==> config.mk <==
export PLATFORM = sky130hd
export DESIGN_NAME = stream_gather_flat
export DESIGN_NICKNAME = d
export VERILOG_FILES = /design/src/rtl/stream_gather_pkg.sv /design/src/rtl/stream_gather_if.sv /design/src/rtl/stream_gather_reg.sv /design/src/rtl/stream_gather.sv /design/src/flat_wrapper.sv
export SDC_FILE = /design/constraint.sdc
export NUM_CORES = 1
export LEC_CHECK = 0
export CAP_MARGIN = 20
export CORE_ASPECT_RATIO = 1.5
export CORE_MARGIN = 3
export CORE_UTILIZATION = 12
export DETAILED_ROUTE_END_ITERATION = 10
export HOLD_SLACK_MARGIN = 0.1
export PLACE_DENSITY_LB_ADDON = 0.08
export SLEW_MARGIN = 15
export SYNTH_ARGS = -nofsm -noshare
export SYNTH_HDL_FRONTEND = slang
export SYNTH_HIERARCHICAL = 1
export SYNTH_SLANG_ARGS = --single-unit
==> constraint.sdc <==
create_clock -name clk_i -period 0.9 [get_ports clk_i]
set_input_delay 0.135 -clock clk_i [delete_from_list [all_inputs] [get_ports clk_i]]
set_output_delay 0.135 -clock clk_i [all_outputs]
set_load 0.01 [all_outputs]
==> src/rtl/stream_gather_pkg.sv <==
// stream_gather_pkg -- shared helpers for the stream_gather slice.
// Rev 1.0
`default_nettype none

package stream_gather_pkg;

  // Slot pointer width; a one-entry table still gets a 1-bit pointer.
  function automatic int slot_width(input int blen);
    return (blen > 1) ? $clog2(blen) : 1;
  endfunction

  // Round-robin table entry, handy for building a BTable that visits every input.
  function automatic int default_entry(input int slot, input int num_in);
    return (num_in > 0) ? (slot % num_in) : 0;
  endfunction

endpackage

`default_nettype wire

==> src/rtl/stream_gather_if.sv <==
// stream_gather_if -- per-input valid/ready/data plus merged output and slot index.
// Rev 1.0
`default_nettype none

interface stream_gather_if
  import stream_gather_pkg::*;
#(
  parameter int unsigned NumIn     = 2,
  parameter int unsigned DataWidth = 32,
  parameter int unsigned BLen      = 2
);
  localparam int SlotW = slot_width(int'(BLen));

  logic [NumIn-1:0]                valid_i;
  logic [NumIn-1:0]                ready_o;
  logic [NumIn-1:0][DataWidth-1:0] data_i;
  logic                            valid_o;
  logic                            ready_i;
  logic [DataWidth-1:0]            data_o;
  logic [SlotW-1:0]                slot_o;

  modport master (
    output valid_i, data_i, ready_i,
    input  ready_o, valid_o, data_o, slot_o
  );

  modport slave (
    input  valid_i, data_i, ready_i,
    output ready_o, valid_o, data_o, slot_o
  );

endinterface

`default_nettype wire

==> src/rtl/stream_gather_reg.sv <==
// stream_gather_reg -- one-entry valid/ready pipeline register, full throughput.
// Rev 1.0
`default_nettype none

module stream_gather_reg #(
  parameter int unsigned DataWidth = 32
) (
  input  wire logic                 clk_i,
  input  wire logic                 rst_ni,
  input  wire logic                 in_valid,
  output logic                      in_ready,
  input  wire logic [DataWidth-1:0] in_data,
  output logic                      out_valid,
  input  wire logic                 out_ready,
  output logic [DataWidth-1:0]      out_data
);

  logic                 full;
  logic [DataWidth-1:0] held_data;

  // Accept while empty, or while the held word leaves in the same cycle.
  assign in_ready = !full || out_ready;

  always_ff @(posedge clk_i or negedge rst_ni) begin
    if (!rst_ni) begin
      full      <= 1'b0;
      held_data <= '0;
    end else if (in_valid && in_ready) begin
      full      <= 1'b1;
      held_data <= in_data;
    end else if (out_ready) begin
      full      <= 1'b0;
    end
  end

  assign out_valid = full;
  assign out_data  = held_data;

endmodule

`default_nettype wire

==> src/rtl/stream_gather.sv <==
// stream_gather -- merges NumIn streams in BTable slot order; define
// STREAM_GATHER_OUT_REG_EN for a registered output. Rev 1.0
`default_nettype none

module stream_gather
  import stream_gather_pkg::*;
#(
  parameter int unsigned      NumIn     = 2,
  parameter int unsigned      BLen      = 2,
  parameter int unsigned      DataWidth = 32,
  parameter type              addr_t    = logic [$clog2(NumIn)-1:0],
  parameter addr_t [BLen-1:0] BTable    = '0
) (
  input  wire logic      clk_i,
  input  wire logic      rst_ni,
  input  wire logic      clr_i,
  stream_gather_if.slave bus
);

  localparam int               SlotW    = slot_width(int'(BLen));
  localparam logic [SlotW-1:0] LastSlot = SlotW'(BLen - 1);

  logic [SlotW-1:0]     cur_slot;
  addr_t                sel;
  logic                 sel_ok;
  logic                 sel_valid;
  logic [DataWidth-1:0] sel_data;
  logic                 path_ready;
  logic                 accept_ready;
  logic                 fire;

  if (BLen == 1) begin : g_single
    assign sel = BTable[0];
  end else begin : g_table
    assign sel = BTable[cur_slot];
  end

  // Out-of-range table entries match no input, leaving the slot stalled.
  always_comb begin
    sel_ok    = 1'b0;
    sel_valid = 1'b0;
    sel_data  = '0;
    for (int i = 0; i < int'(NumIn); i++) begin
      if (sel == addr_t'(i)) begin
        sel_ok    = 1'b1;
        sel_valid = bus.valid_i[i];
        sel_data  = bus.data_i[i];
      end
    end
  end

  assign accept_ready = rst_ni && !clr_i && path_ready;
  assign fire         = sel_valid && accept_ready;

  always_comb begin
    bus.ready_o = '0;
    for (int i = 0; i < int'(NumIn); i++) begin
      if (sel == addr_t'(i)) begin
        bus.ready_o[i] = accept_ready;
      end
    end
  end

  always_ff @(posedge clk_i or negedge rst_ni) begin
    if (!rst_ni) begin
      cur_slot <= '0;
    end else if (clr_i) begin
      cur_slot <= '0;
    end else if (fire) begin
      cur_slot <= (cur_slot == LastSlot) ? '0 : cur_slot + 1'b1;
    end
  end

  assign bus.slot_o = cur_slot;

`ifdef STREAM_GATHER_OUT_REG_EN
  stream_gather_reg #(
    .DataWidth (DataWidth)
  ) u_out_reg (
    .clk_i     (clk_i),
    .rst_ni    (rst_ni),
    .in_valid  (sel_valid && !clr_i),
    .in_ready  (path_ready),
    .in_data   (sel_data),
    .out_valid (bus.valid_o),
    .out_ready (bus.ready_i),
    .out_data  (bus.data_o)
  );
`else
  // Zero-latency path; reset forces the outputs quiet since nothing is registered.
  assign path_ready  = bus.ready_i;
  assign bus.valid_o = rst_ni && sel_valid && !clr_i;
  assign bus.data_o  = rst_ni ? sel_data : '0;
`endif

`ifndef SYNTHESIS
  if (NumIn == 0) begin : g_chk_num_in
    $error("stream_gather: NumIn must be at least 1");
  end
  if (BLen == 0) begin : g_chk_blen
    $error("stream_gather: BLen must be at least 1");
  end

  sel_in_range : assert property (@(posedge clk_i) disable iff (!rst_ni) sel_ok)
    else $error("stream_gather: table selects input %0d, NumIn is %0d", sel, NumIn);
`endif

endmodule

`default_nettype wire

==> src/flat_wrapper.sv <==
// flat-port wrapper written by rule: the top's interface ports become plain ports
module stream_gather_flat import stream_gather_pkg::*;
#(
  parameter int unsigned      NumIn     = 2,
  parameter int unsigned      BLen      = 2,
  parameter int unsigned      DataWidth = 32,
  parameter type              addr_t    = logic [$clog2(NumIn)-1:0],
  parameter addr_t [BLen-1:0] BTable    = '0
)
  (clk_i, rst_ni, clr_i, bus_valid_i, bus_data_i, bus_ready_i, bus_ready_o, bus_valid_o, bus_data_o, bus_slot_o);
  stream_gather_if #(.NumIn(NumIn), .DataWidth(DataWidth), .BLen(BLen)) bus_i ();
  input  wire logic clk_i;
  input  wire logic rst_ni;
  input  wire logic clr_i;
  input wire logic [$bits(bus_i.valid_i)-1:0] bus_valid_i;
  input wire logic [$bits(bus_i.data_i)-1:0] bus_data_i;
  input wire logic [$bits(bus_i.ready_i)-1:0] bus_ready_i;
  output wire logic [$bits(bus_i.ready_o)-1:0] bus_ready_o;
  output wire logic [$bits(bus_i.valid_o)-1:0] bus_valid_o;
  output wire logic [$bits(bus_i.data_o)-1:0] bus_data_o;
  output wire logic [$bits(bus_i.slot_o)-1:0] bus_slot_o;
  assign bus_i.valid_i = bus_valid_i;
  assign bus_i.data_i = bus_data_i;
  assign bus_i.ready_i = bus_ready_i;
  assign bus_ready_o = bus_i.ready_o;
  assign bus_valid_o = bus_i.valid_o;
  assign bus_data_o = bus_i.data_o;
  assign bus_slot_o = bus_i.slot_o;
  stream_gather #(.NumIn(NumIn), .BLen(BLen), .DataWidth(DataWidth), .addr_t(addr_t), .BTable(BTable)) u_core (.clk_i(clk_i), .rst_ni(rst_ni), .clr_i(clr_i), .bus(bus_i));
endmodule
==> run summary <==
Summed over all cells, the static leakage comes to 0.5442 nW. Timing would allow up to 1138 MHz. The clock arrives with 0 ns of skew. The largest driver fanout on the critical path was 3; the fill cell instance count of the final layout was 269.

The flip-flop count of the largest register, all copies and words added came out at 1. STA classifies the critical path startpoint as a flop. The largest single stage delay on the critical path is 0.37 ns. The number of cells in the finished layout apart from fillers is 142, and the number of hold violations in the final report is 0. Startpoint-to-endpoint class of the critical path: reg -> reg. The maximum vdd ir drop is 0.0002495 V. The number of antenna diodes in the final layout is 0.

The design draws 417.9 uW. Across every metal layer, demand over resource in global routing totals 9.128%. Setup violations remaining at the end of the flow were counted as 0.

Walking the worst path, the cells encountered are nor2b_1, mux2_4. After synthesis the cells add up to 305.3 um^2. Yosys synthesis warning count: 6.

Among all stages on the critical path, the largest delay is contributed by sky130_fd_sc_hd__dfrtp_1. Across the run, the number of max-cap violations was 0. Post-layout utilization of the core: 39.91%. The tools report the via count of the first global-routing pass as 506.

Average cell area after synthesis: 6.637 um^2. Data arrives at the worst endpoint at 0.75 ns. The total overflow left after global routing is 0. Detailed-route wire length: 1548 um. Worst-case reg-to-reg path depth: 2. 106 I/O pins were placed. The power per standard cell area was 447.7 nW/um^2. For the number of DRC violations after detailed-routing iteration 0, the log shows 1. The critical path required time was 0.77 ns; the die area was 3198 um^2. The run finished with clean final reports.

The clock transition at the registers of the reported paths works out to 0 ns. The count of port buffers added during placement came out at 71. For the count of distinct cell types in the synthesized netlist, the log shows 12.

Core area: 2338 um^2. The cell count along the critical path was 2; the DRC violations left was 0. Setup repair after global routing left no endpoint under its margin. The detail route stage leaves a number of antenna-violating nets equal to 0.

The share of post-route cells with drive strength above 1 came out at 38.66%. The run gives 0.5302 as the final weighted congestion in routability-driven placement. The part of the cycle the worst path needs was 97.66%. The die outline width was 47.19 um. Summing all flip-flop and latch instances after layout gives 25.02 um^2. The first global-routing pass estimated 2270 um of wire. The tightest min-delay check is of the in -> reg type. Summing the sequential cell areas from Yosys gives 8.197% of the chip area.

The post-synthesis net count is 116, and the total area of multi-input combinational cells is 264.0 um^2. The cell count after synthesis is 46. Category of cells accounting for the largest share of critical-path delay: flip-flops. The number of buffers and inverters on the critical path is 0. The detailed placement HPWL was 1238 um; the post-detailed-route via-to-cell ratio was 3.915.

The run gives 13.06% as the starting density of the core. Number of placement rows: 21. From bottom edge to top edge, the die measures 67.78 um.

The insertion delay to the later sink of the worst-skew pair is 0 ns. Entering global routing, the biggest net connects 14 pins. The net count of the finished layout is 191. Relative to the synthesized area, the layout overhead comes to 205.7%. After detailed placement, the design holds a cell count of 140. The number of antenna violations at the first check in global routing was 0; the flip-flop and latch count after synthesis was 1. The first TritonRoute pass finished after 2 iterations.

Along the worst hold path, the cell count comes to 4. After detailed routing, the average wire length per cell comes to 10.90 um. The final critical delay including setup and external delays was 0.8790 ns; the total count of max-transition violations in the final report was 0. The final route contains 556 vias. The tools report the capturing element type of the critical path as a flop.
-- synthesized netlist by cell type --
library cell | n | area [um^2]
sky130_fd_sc_hd__and2_1 | 32 | 200.2
sky130_fd_sc_hd__buf_2 | 2 | 10.01
sky130_fd_sc_hd__buf_4 | 2 | 15.01
sky130_fd_sc_hd__nor2_1 | 2 | 7.510
sky130_fd_sc_hd__and3b_2 | 1 | 10.01
sky130_fd_sc_hd__clkbuf_1 | 1 | 3.750
sky130_fd_sc_hd__conb_1 | 1 | 3.750
sky130_fd_sc_hd__dfrtp_1 | 1 | 25.02
sky130_fd_sc_hd__mux2_4 | 1 | 15.01
sky130_fd_sc_hd__nand2_1 | 1 | 3.750
sky130_fd_sc_hd__nand3_1 | 1 | 5.000
sky130_fd_sc_hd__nor2b_1 | 1 | 6.260
-- repair_timing --
| action | CTS | global route |
|---|---|---|
| setup endpoints to repair | 36 | 0 |
| buffers inserted | 0 | 0 |
| gates resized for setup | 191 | 0 |
| hold buffers | 1 | 0 |
| hold endpoints to repair | 1 | 0 |
-- worst reg2reg max path, cell delays in order, from the launching register on --
cell and delay, ns:
sky130_fd_sc_hd__dfrtp_1 0.37, sky130_fd_sc_hd__nor2b_1 0.14, sky130_fd_sc_hd__mux2_4 0.25
-- where the power goes --
part	leakage (nW)	switching [mW]	total (mW)	internal (mW)
sequential	0.0136	0.00174	0.0500	0.0482
clock	0	0	0	0
combinational	0.531	0.140	0.368	0.228
-- metal layers --
metal  GRT usage (%)  wire, um  up-vias  part of all wire, %
met2           16.50       722       50                   47
met4               0         0        0                    0
met3           2.667       294        0                   19
met1           10.99       532      223                   34
met5               0         0        -                    0
li1                -         -      283                    -
-- through the flow --
stage / TNS (ns) / hold WS, ns / setup slack, ns / area [um^2]
global placement: -24.88 / 0.5149 / -0.7622 / 1066
CTS: 0 / 0.6042 / 0.01824 / 933.4
floorplan: 0 / -0.1606 / 0.002110 / 305.3
detailed placement: -25.09 / 0.5201 / -0.7751 / 1066
global route: 0 / 0.6239 / 0.003777 / 933.4
finish: 0 / 0.6001 / 0.02102 / 933.4
-- placed cells by master, fill, tap and decap left out, drive strengths merged --
cell	count
dlygate4sd2	33
dlygate4sd3	1
nand3	1
and2	32
nor2b	1
and3b	1
nor2	2
dfrtp	1
conb	1
clkdlybuf4s15	2
mux2	1
nand2	1
buf	42
-- layout make-up --
type / count / area share [%]
Sequential cell: 1 / 2.681
Timing Repair Buffer: 78 / 65.95
Multi-Input combinational cell: 40 / 28.28
Tap cell: 23 / 3.083
-- worst paths after layout --
path	startpoint	end	slack, ns
setup / recovery	u_core/bus.slot_o	u_core/bus.slot_o	0.02
hold / removal	bus_ready_i	u_core/bus.slot_o	0.60
setup reg to reg	u_core/bus.slot_o	u_core/bus.slot_o	0.02
hold reg to reg	u_core/bus.slot_o	u_core/bus.slot_o	0.64
max in group asynchronous	rst_ni	u_core/bus.slot_o	0.17
min in group asynchronous	rst_ni	u_core/bus.slot_o	0.62
-- cells by family after synthesis --
| group | after synthesis | share of synthesized area [%] |
|---|---|---|
| muxes | 1 | 4.917 |
| other | 1 | 1.228 |
| DFF | 1 | 8.195 |
| and+or+nand+nor | 38 | 76.23 |
| buffers and inverters | 5 | 9.424 |
No activity file was read; power rests on OpenSTA's default activity.
